==> src/rtl/uart_pkg.sv <==
// -----------------------------------------------------------------------------
// uart_pkg
// Shared definitions for the UART receive path: FSM state encodings and the
// bit-period computation used to size the baud counter.
//
// Configuration macro: UART_PARITY_EN (adds the S_Parity state encoding).
// -----------------------------------------------------------------------------
package uart_pkg;

    // FSM state encodings, kept as plain constants so older code can compare
    // against them directly.
    localparam logic [2:0] S_Idle   = 3'd0;
    localparam logic [2:0] S_Start  = 3'd1;
    localparam logic [2:0] S_Data   = 3'd2;
`ifdef UART_PARITY_EN
    localparam logic [2:0] S_Parity = 3'd3;
`endif
    localparam logic [2:0] S_Stop   = 3'd4;

    // Number of system clocks per line bit (integer division, truncating).
    function automatic int cycles_per_bit(input int clock_freq, input int baud_rate);
        return clock_freq / baud_rate;
    endfunction

endpackage

==> src/rtl/baud_ticker.sv <==
// -----------------------------------------------------------------------------
// baud_ticker
// Free-running bit-period counter for the UART receiver. The count wraps every
// CyclesPerBit clocks, so consecutive full ticks are exactly one bit apart.
//
// Ports:
//   clock     - system clock
//   reset_n   - asynchronous active-low reset
//   restart   - synchronous clear of the count (dominates wrap)
//   half_tick - high for one cycle at the mid-bit point after a restart
//   full_tick - high for one cycle at the end of every bit period
//
// Requires CyclesPerBit >= 4.
// -----------------------------------------------------------------------------
module baud_ticker #(
    parameter int CyclesPerBit = 16
) (
    input  logic clock,
    input  logic reset_n,
    input  logic restart,
    output logic half_tick,
    output logic full_tick
);

    localparam int W = $clog2(CyclesPerBit);

    // The receiver sees rx through a 2-flop synchronizer and one more cycle of
    // edge detection before it restarts this counter. Firing the half tick two
    // counts early puts the sample on the true middle of the raw line bit.
    localparam logic [W-1:0] HalfCount = W'(CyclesPerBit / 2 - 2);
    localparam logic [W-1:0] LastCount = W'(CyclesPerBit - 1);

    logic [W-1:0] count;

    // Counter wraps at the bit period; restart re-aligns it to a new edge.
    always_ff @(posedge clock or negedge reset_n) begin
        if (!reset_n) begin
            count <= '0;
        end else if (restart || count == LastCount) begin
            count <= '0;
        end else begin
            count <= count + W'(1);
        end
    end

    assign half_tick = (count == HalfCount);
    assign full_tick = (count == LastCount);

endmodule

==> src/rtl/uart_receiver.sv <==
// -----------------------------------------------------------------------------
// uart_receiver
// Asynchronous serial receiver (8N1 by default). Produces a one-cycle load
// pulse with the received byte on data, suitable to feed the GPZDA parser
// directly.
//
// Parameters:
//   B         - data bits per frame
//   ClockFreq - system clock frequency in Hz
//   BaudRate  - line bit rate in baud
//
// Ports:
//   clock        - system clock
//   reset_n      - asynchronous active-low reset
//   rx           - asynchronous serial line, idle high
//   load         - one-cycle pulse, data holds a new byte
//   data         - last received byte, changes only with load
//   frame_error  - one-cycle pulse when the stop bit reads low
//   parity_error - one-cycle pulse on even-parity mismatch (0 without parity)
//   busy         - high while a frame is in progress
//
// Configuration macro: UART_PARITY_EN (one even-parity bit after the data).
// -----------------------------------------------------------------------------
module uart_receiver
    import uart_pkg::*;
#(
    parameter int B         = 8,
    parameter int ClockFreq = 100_000_000,
    parameter int BaudRate  = 9600
) (
    input  logic         clock,
    input  logic         reset_n,
    input  logic         rx,
    output logic         load,
    output logic [B-1:0] data,
    output logic         frame_error,
    output logic         parity_error,
    output logic         busy
);

    localparam int CyclesPerBit = cycles_per_bit(ClockFreq, BaudRate);
    localparam int IdxW         = (B > 1) ? $clog2(B) : 1;
    localparam logic [IdxW-1:0] LastBit = IdxW'(B - 1);

    logic            rx_meta;
    logic            rx_sync;
    logic            rx_prev;
    logic [2:0]      state;
    logic [2:0]      next_state;
    logic [IdxW-1:0] bit_idx;
    logic [B-1:0]    shift_reg;
    logic            restart;
    logic            half_tick;
    logic            full_tick;
    logic            parity_ok;

    // Two-flop synchronizer plus a delayed copy for falling-edge detection.
    // All flops reset to the idle line level so release never looks like a start.
    always_ff @(posedge clock or negedge reset_n) begin
        if (!reset_n) begin
            rx_meta <= 1'b1;
            rx_sync <= 1'b1;
            rx_prev <= 1'b1;
        end else begin
            rx_meta <= rx;
            rx_sync <= rx_meta;
            rx_prev <= rx_sync;
        end
    end

    baud_ticker #(
        .CyclesPerBit(CyclesPerBit)
    ) u_ticker (
        .clock    (clock),
        .reset_n  (reset_n),
        .restart  (restart),
        .half_tick(half_tick),
        .full_tick(full_tick)
    );

    // Next-state and counter-restart logic. In idle the counter is held clear
    // while the line is high; if the line stays low for a whole bit after a
    // frame (a break), the full tick re-arms reception so a stuck-low line
    // keeps reporting frame errors instead of waiting for an edge forever.
    always_comb begin
        next_state = state;
        restart    = 1'b0;
        case (state)
            S_Idle: begin
                restart = rx_sync;
                if ((rx_prev && !rx_sync) || full_tick) begin
                    next_state = S_Start;
                    restart    = 1'b1;
                end
            end
            S_Start: begin
                if (half_tick) begin
                    restart    = 1'b1;
                    next_state = rx_sync ? S_Idle : S_Data;
                end
            end
            S_Data: begin
                if (full_tick && bit_idx == LastBit) begin
`ifdef UART_PARITY_EN
                    next_state = S_Parity;
`else
                    next_state = S_Stop;
`endif
                end
            end
`ifdef UART_PARITY_EN
            S_Parity: begin
                if (full_tick) begin
                    next_state = S_Stop;
                end
            end
`endif
            S_Stop: begin
                // Leave at mid stop bit so a start edge half a bit later is seen.
                if (full_tick) begin
                    next_state = S_Idle;
                    restart    = 1'b1;
                end
            end
            default: begin
                next_state = S_Idle;
            end
        endcase
    end

    // Main datapath: LSB-first shift register, bit index and the registered
    // result pulses. data only moves on a good stop bit with good parity.
    always_ff @(posedge clock or negedge reset_n) begin
        if (!reset_n) begin
            state       <= S_Idle;
            bit_idx     <= '0;
            shift_reg   <= '0;
            data        <= '0;
            load        <= 1'b0;
            frame_error <= 1'b0;
        end else begin
            state       <= next_state;
            load        <= 1'b0;
            frame_error <= 1'b0;
            case (state)
                S_Start: begin
                    if (half_tick) begin
                        bit_idx <= '0;
                    end
                end
                S_Data: begin
                    if (full_tick) begin
                        shift_reg <= {rx_sync, shift_reg[B-1:1]};
                        bit_idx   <= bit_idx + IdxW'(1);
                    end
                end
                S_Stop: begin
                    if (full_tick) begin
                        if (!rx_sync) begin
                            frame_error <= 1'b1;
                        end else if (parity_ok) begin
                            load <= 1'b1;
                            data <= shift_reg;
                        end
                    end
                end
                default: begin
                end
            endcase
        end
    end

`ifdef UART_PARITY_EN
    logic parity_bad;

    // Even parity: data ones plus the parity bit must be even. A bad stop bit
    // outranks a parity mismatch, so the pulse needs a good stop bit.
    always_ff @(posedge clock or negedge reset_n) begin
        if (!reset_n) begin
            parity_bad   <= 1'b0;
            parity_error <= 1'b0;
        end else begin
            parity_error <= 1'b0;
            if (state == S_Start && half_tick) begin
                parity_bad <= 1'b0;
            end
            if (state == S_Parity && full_tick) begin
                parity_bad <= (^shift_reg) ^ rx_sync;
            end
            if (state == S_Stop && full_tick && rx_sync && parity_bad) begin
                parity_error <= 1'b1;
            end
        end
    end

    assign parity_ok = !parity_bad;
`else
    assign parity_ok    = 1'b1;
    assign parity_error = 1'b0;
`endif

    assign busy = (state != S_Idle);

endmodule

==> config.mk <==
export PLATFORM = sky130hd
export DESIGN_NAME = uart_receiver
export DESIGN_NICKNAME = d
export VERILOG_FILES = /design/src/rtl/uart_pkg.sv /design/src/rtl/baud_ticker.sv /design/src/rtl/uart_receiver.sv
export SDC_FILE = /design/constraint.sdc
export NUM_CORES = 1
export LEC_CHECK = 0
export BUFFER_PORTS_ARGS = -buffer_cell sky130_fd_sc_hd__buf_2
export CAP_MARGIN = 20
export CORE_MARGIN = 3
export CORE_UTILIZATION = 50
export CTS_CLUSTER_DIAMETER = 40
export DETAILED_ROUTE_END_ITERATION = 16
export PLACE_DENSITY = 0.74
export SLEW_MARGIN = 10
export SYNTH_ARGS = -nofsm -noshare
export SYNTH_HDL_FRONTEND = slang
export SYNTH_HIERARCHICAL = 1
export SYNTH_SLANG_ARGS = --single-unit
==> constraint.sdc <==
create_clock -name clock -period 6.23 [get_ports clock]
set_input_delay 1.246 -clock clock [delete_from_list [all_inputs] [get_ports clock]]
set_output_delay 1.246 -clock clock [all_outputs]
set_load 0.02 [all_outputs]
### Word level (Yosys, flattened, before mapping)

Index checks and enable logic that the tools add are counted.

* input bits: 3
* output and inout bits: 12
* bits in registers: 41

* add/sub/neg operators: 2
* muxes and demuxes: 20
* equality and inequality tests: 11
* reduce and logical (&&, ||, !) cells: 12

Operators with widths (count)
* 3-bit 2-to-1 mux: 6
* 14-bit by 1-bit adder with 14-bit output, second input constant: 1
* 14-bit by 13-bit equality test with 1-bit output, second input constant: 1
* 14-bit equality test, second input constant: 1
* 14-bit 2-to-1 mux: 1
* 3-bit one-hot mux with 4 select lines: 1
* 2-bit != test, second input constant: 5
* 1-bit 2-to-1 mux: 9
* 3-bit equality test, second input constant: 2
* 3-bit one-hot mux with 2 select lines: 1
* 3-bit AND reduction: 2
* 4-bit AND reduction: 1
* 3-bit by 1-bit adder with 3-bit output, second input constant: 1
* 3-bit by 1-bit equality test with 1-bit output, second input constant: 1
* 3-bit by 2-bit equality test with 1-bit output, second input constant: 1
* 3-bit logical NOT: 1
* 1-bit one-hot mux with 3 select lines: 1
* 3-bit nonzero test: 1
* 1-bit logical AND: 2
* 1-bit logical OR: 2
* 2-bit 2-to-1 mux: 1
* 2-bit AND reduction: 1
* 2-bit nonzero test: 1
* 1-bit logical NOT: 1

### Longest topological paths before layout

Gate-level depths: netlist of run 1.

* depth after elaboration: 7
* depth in mapped cells: 12
* depth with buffers taken out: 11

### Hierarchy

The synthesis of run 1 kept the hierarchy.

Modules (own cells, without submodules)
* uart_receiver: instances 1, cells an instance 80, area an instance 1162.4 um^2
* baud_ticker: instances 1, cells an instance 78, area an instance 790.8 um^2

### Worst setup path after synthesis of run 1

Ideal clock, no wire load.

* kind: register to output
* start point: register state[2]
* end point: output busy
* stages on the path, launching flop included: 3
* arrival time: 1.081 ns
* required time: 4.984 ns
* slack: 3.903 ns
* buffers on the path: 1
* cell sequence: dfrtp_1 > buf_6 > or3_2

* word-level cells in the longest chain between the ends: 1

RTL lines
* start, declared: RTL line uart_receiver.sv:48 `logic [2:0] state;`
* start signal, assigned: RTL line uart_receiver.sv:135 `state <= S_Idle;`
* start signal, assigned: RTL line uart_receiver.sv:142 `state <= next_state;`
* 3-bit nonzero test: RTL line uart_receiver.sv:202 `assign busy = (state != S_Idle);`
* end, declared: RTL line uart_receiver.sv:38 `output logic busy`

Every way passes these cells.

### Final worst setup path of run 1

Ends and elaborated chain as after synthesis.

==> impl_results.md, run 1 <==
- TritonCTS clock tree: yes
- Status: complete, no violations
- Routed wire length: 3240 um
- RSZ-0062 raised after global routing: false
- CTS Buf Count: 5
- Crit Path Max Fanout: 11
- Distinct cells, synth: 41
- Startpoint Class: flop
- Area Growth Syn to Fin: 9.10%
- GRT overflow: 0
- Vias in the first global route: approximately 1200
- Top cell type's share of synthesized area: 0.487
- Post-synth top area cell: dfrtp_1
- Filler cells: 321
- Leakage: between 0.9 and 1 nW
- Cells after DPL: 212
- Minimum clock period: 2.74 ns
- Hold Fails Final Rpt: 0
- Top FF cell, synth: dfrtp_1
- Post-DP HPWL: 2260 um
- Initial antenna violation count: 0
- Worst min path class: flop to flop
- Final setup fails: 0
- Avg Vias per Cell: 5.48
- Met3 wire length: about 110 um
- Total Power: 0.603 mW
- Clock Latency Late Sink: 0.29 ns
- Synthesized area per cell: between 10 and 15 um^2
- # IOs: 15
- Pwr dens: 283 nW/um^2
- Setup TNS: 0 ns
- Flops & latches, synth: 41
- Drt pass-1 iters: 4
- Mapped Area: 1950 um^2
- Cells after Synth: 158
- # resized after CTS: 0
- EDFF count, synth: 0
- Setup Buffers After CTS: 0
- Top sig layer: met4
- Initial DRC Count: 100
- Clock buffer depth: 2
- Die Ht: around 69 um
- H-Tree Depth: 2
- Ant. Diodes: 0
- Port buffer count: 13
- Commonest cells post-synth: 38 x dfrtp_1, 16 x mux2_2, 16 x nor2_1, 6 x xnor2_1
- Worst EP required: 4.98 ns
- Max VDD drop: roughly 230 uV
- Max-cap viol count: 0
- Post-route cell area: 2130 um^2
- Per-cell routed wire length: 14.7 um
- Number of flip-flops in the largest register: 14
- Clock root cell: clkbuf_8
- Worst-Margin Slew: 0.891 ns
- Largest net degree at the start of global routing: 42
- Reg clk slew, reported paths: 0.08 ns
- Critical Path Sink Type: primary output
- Starting Density: 0.526
- CTS Sinks: 41
- Metal-1 WL: ~1500 um
- Core box area: 3720 um^2
- Vias: ~1200
- DRC Markers: 0
- Share of cells above drive strength 1: 0.297
- Hold buffers post-CTS: 0
- First-pass GRT wire length: about 5500 um
- Layout Skew: approximately 0.0073 ns
- Sequential fraction of the synthesis area: 0.527
- Async set-reset flop share out of synthesis: 1.00
- Die span in x: 68.5 um
- Final nets: ~180
- Final Max Tran Viols: 0
- Area contributors post-synth: dfrtp_1 49%, mux2_2 9.2%, dfstp_2 4.0%
- Critical path class: flop to primary output
- Worst slew margin: 0.406
- Area of the multi-input gates: 833 um^2
- YS warnings: 6
- Met2 routed wirelength: around 1600 um
- GP Congestion: 0.771
- Non-filler cells, final: 220
- Syn_nets: 166
- Final worst path period share: 0.440
- CP arrival: 1.49 ns
- Routed Antenna Nets: 0
- Gr usage total: 0.159
- Die area: 4690 um^2
- Register area: 1030 um^2
- Row count: 22
- Most frequent cell after synthesis: dfrtp_1
- Max Fclk: roughly 370 MHz
- Cell Area, Placed: 2010 um^2
path summary, 6_finish.rpt:
kind / startpoint / to / slack [ns] / depth (start not counted)
setup / recovery: state[2] / busy / 3.49 / 2
hold / removal: rx_meta / rx_sync / 0.37 / 0
setup reg to reg: u_ticker/count[8] / shift_reg[0] / 3.60 / 6
hold reg to reg: rx_meta / rx_sync / 0.37 / 0
max in group asynchronous: reset_n / shift_reg[0] / 4.59 / 1
min in group asynchronous: reset_n / u_ticker/count[13] / 1.08 / 1
layer usage:
| metal | vias up | global-route usage |
|---|---|---|
| met5 | - | 0 |
| met1 | 595 | 0.213 |
| li1 | 584 | - |
| met2 | 22 | 0.248 |
| met4 | 0 | 0.0596 |
| met3 | 4 | 0.0389 |
layout make-up:
class	instances	area share
multi-input cells	104	0.391
inverters	6	0.0106
well taps	48	0.0282
repair buffers	13	0.0305
clock inverters	2	0.0176
clock buffers	6	0.0388
flip-flops and latches	41	0.483
worst max-delay path: stages, from the launching register on:
cell and delay, ns:
dfrtp_1 0.53, or3_2 0.52, buf_2 0.17
layout by cell type, fill, tap and decap left out, types with 6 or more instances in the layout:
cell and n:
buf_2 13, nor2_1 16, clkbuf_8 6, dfrtp_1 38, xnor2_1 6, mux2_2 16
stage by stage:
stage	hold slack [ns]	utilization	worst slack (ns)
6_report	0.365	0.573	3.49
5_1_grt	0.371	0.573	3.34
4_1_cts	0.363	0.573	3.47
3_5_place_dp	0.349	0.541	3.60
3_3_place_gp	0.347	0.541	3.72
2_1_floorplan	0.345	-	3.90
where the power goes:
part / switching (mW) / total, mW / internal [mW]
clock network: 0.0881 / 0.218 / 0.130
registers: 0.0361 / 0.326 / 0.290
logic: 0.0321 / 0.0589 / 0.0268
total: 0.156 / 0.603 / 0.447
logic make-up after synthesis:
group,count (synthesis),share of synthesized area
adder cells (fa/ha/maj),5,0.0320
AND/OR/NAND/NOR,54,0.181
XOR/XNOR,11,0.0493
multiplexers,17,0.0974
flip-flops,41,0.527
buffers and inverters,13,0.0461
AO/OA/AOI/OAI,16,0.0647
other,1,0.00192
Note: power is estimated with default switching activity, not from simulation.
==> inputs of run 2 (changes only) <==
- PLACE_DENSITY: 0.74 -> 0.77
- clock period: 6.23 -> 2.5 ns (I/O delays scaled with it)
==> impl_results.md, run 2 (synthesis results as in run 1) <==
- Status: complete, no violations
- Initial antenna violation count: 0
- Hold buffers post-CTS: 0
- Hold Fails Final Rpt: 0
- Share of cells above drive strength 1: 0.305
- Die Ht: 68.5 um
- Post-DP HPWL: approximately 2300 um
- Vias in the first global route: 1218
- Final setup fails: 0
- R2R depth: 7
- Setup Buffers After CTS: 0
- Commonest non-fill, non-tap cell in the layout: dfrtp_1
- Clock buffer depth: 2
- Final worst path period share: 0.930
- Minimum clock period: about 2.3 ns
- CTS Buf Count: 5
- Final Max Tran Viols: 0
- Number of flip-flops in the largest register: 14
- Total Power: 1.61 mW
- Die area: ~4700 um^2
- First-pass GRT wire length: around 5600 um
- Clock root cell: clkbuf_8
- Pwr dens: 744 nW/um^2
- # resized after CTS: 0
- Final nets: 181
- Crit Path Max Fanout: 8
- Post-route cell area: around 2200 um^2
- Worst hold start: rx
- Layout Skew: 0.00990 ns
- CTS Sinks: slightly above 40
- Max VDD drop: 543 uV
- Hold Path Stages: 1
- Startpoint Class: flop
- Clock Latency Late Sink: 0.30 ns
- # IOs: 15
- Non-filler cells, final: 222
- Worst hold endpoint: rx_meta
- DRC Markers: 0
- CP arrival: between 2 and 3 ns
- R2r setup slk: between 0.15 and 0.2 ns
- Critical path class: flop to flop
- Most frequent cells in the layout: 38 x dfrtp_1, 16 x mux2_2, 16 x nor2_1, 13 x buf_2, 6 x xnor2_1
- Leakage: 0.990 nW
- Drt pass-1 iters: 4
- Core box area: around 3700 um^2
- Routed wire length: around 3300 um
- Worst EP required: between 2 and 3 ns
- Per-cell routed wire length: 15.0 um
- Cell Area, Placed: 2030 um^2
- GRT overflow: 0
- R2R Path Start: u_ticker/count[8]
- Vias: 1225
- Critical Path Sink Type: flop
- Row count: 22
- Worst min path class: input pin to flop
- Reg clk slew, reported paths: 0.08 ns
- Ant. Diodes: 0
- Worst slew margin: 0.423
- Gr usage total: 0.161
- Worst-Margin Slew: 0.865 ns
- H-Tree Depth: 2
- Die span in x: 68.5 um
- Routed Antenna Nets: 0
- Largest net degree at the start of global routing: 42
- Avg Vias per Cell: between 5 and 6
- Max-cap viol count: 0
- GP Congestion: between 0.8 and 0.9
- Port buffer count: 13
- R2R Path End: shift_reg[7]
- Starting Density: 0.526
- Area Growth Syn to Fin: 10.6%
- Cells after DPL: 214
- Initial DRC Count: between 90 and 100
- Setup TNS: 0 ns
- RSZ-0062 raised after global routing: false
- TritonCTS clock tree: yes
- Max Fclk: between 400 and 500 MHz
## run 2: cell count changes in the layout (fill, tap and decap cells not counted)
cell        before  now
buf_4            0    2
bufinv_16        1    2
clkbuf_8         6    5
clkinv_2         0    1
clkinvlp_4       1    0
## run 2: worst max path at each step
| stage | from | endpoint | slack [ns] | cells past startpoint |
|---|---|---|---|---|
| 6_report | u_ticker/count[8] | shift_reg[7] | 0.17 | 7 |
| 5_1_grt | u_ticker/count[8] | shift_reg[1] | 0.05 | 7 |
| 4_1_cts | u_ticker/count[8] | shift_reg[7] | 0.16 | 7 |
| 3_5_place_dp | u_ticker/count[8] | shift_reg[7] | 0.18 | 7 |
| 3_3_place_gp | u_ticker/count[8] | shift_reg[4] | 0.27 | 7 |
| 2_1_floorplan | u_ticker/count[8] | shift_reg[0] | 0.18 | 7 |
## run 2: power breakdown
| part | internal, mW | switching, mW | leakage (nW) |
|---|---|---|---|
| combinational | 0.0708 | 0.0848 | 0.377 |
| sequential | 0.722 | 0.0970 | 0.544 |
| clock | 0.397 | 0.235 | 0.0681 |
| total | 1.19 | 0.417 | 0.990 |
## run 2: cell type report
class | count | area, um^2
clock buffers | 5 | 68.8
clock inverters | 3 | 65.1
fillers | 295 | 1560
inverters | 6 | 22.5
multi-input cells | 104 | 833
flip-flops and latches | 41 | 1030
well taps | 48 | 60.1
repair buffers | 15 | 80.1
## run 2: layer usage
layer	vias up	GRT usage	wire length, um
li1	590	-	-
met1	610	0.211	1500
met2	21	0.249	1680
met3	4	0.0454	105
met4	0	0.0720	41
met5	-	0	0
## run 2: worst max-delay path, stage by stage, from the launching register on
cell      delay [ns]
dfrtp_1         0.47
nor4b_2         0.27
nand4_1         0.21
nor3_1          0.22
buf_4           0.20
nand2b_4        0.10
nor3_4          0.35
mux2_2          0.39
## run 2: metrics by stage
step                      hold slack [ns]  utilization  setup WS (ns)
after floorplan                     0.204            -          0.180
after global placement              0.347        0.545          0.267
after detailed placement            0.357        0.545          0.183
after CTS                           0.290        0.581          0.161
after global routing                0.289        0.581         0.0529
final                               0.297        0.581          0.174
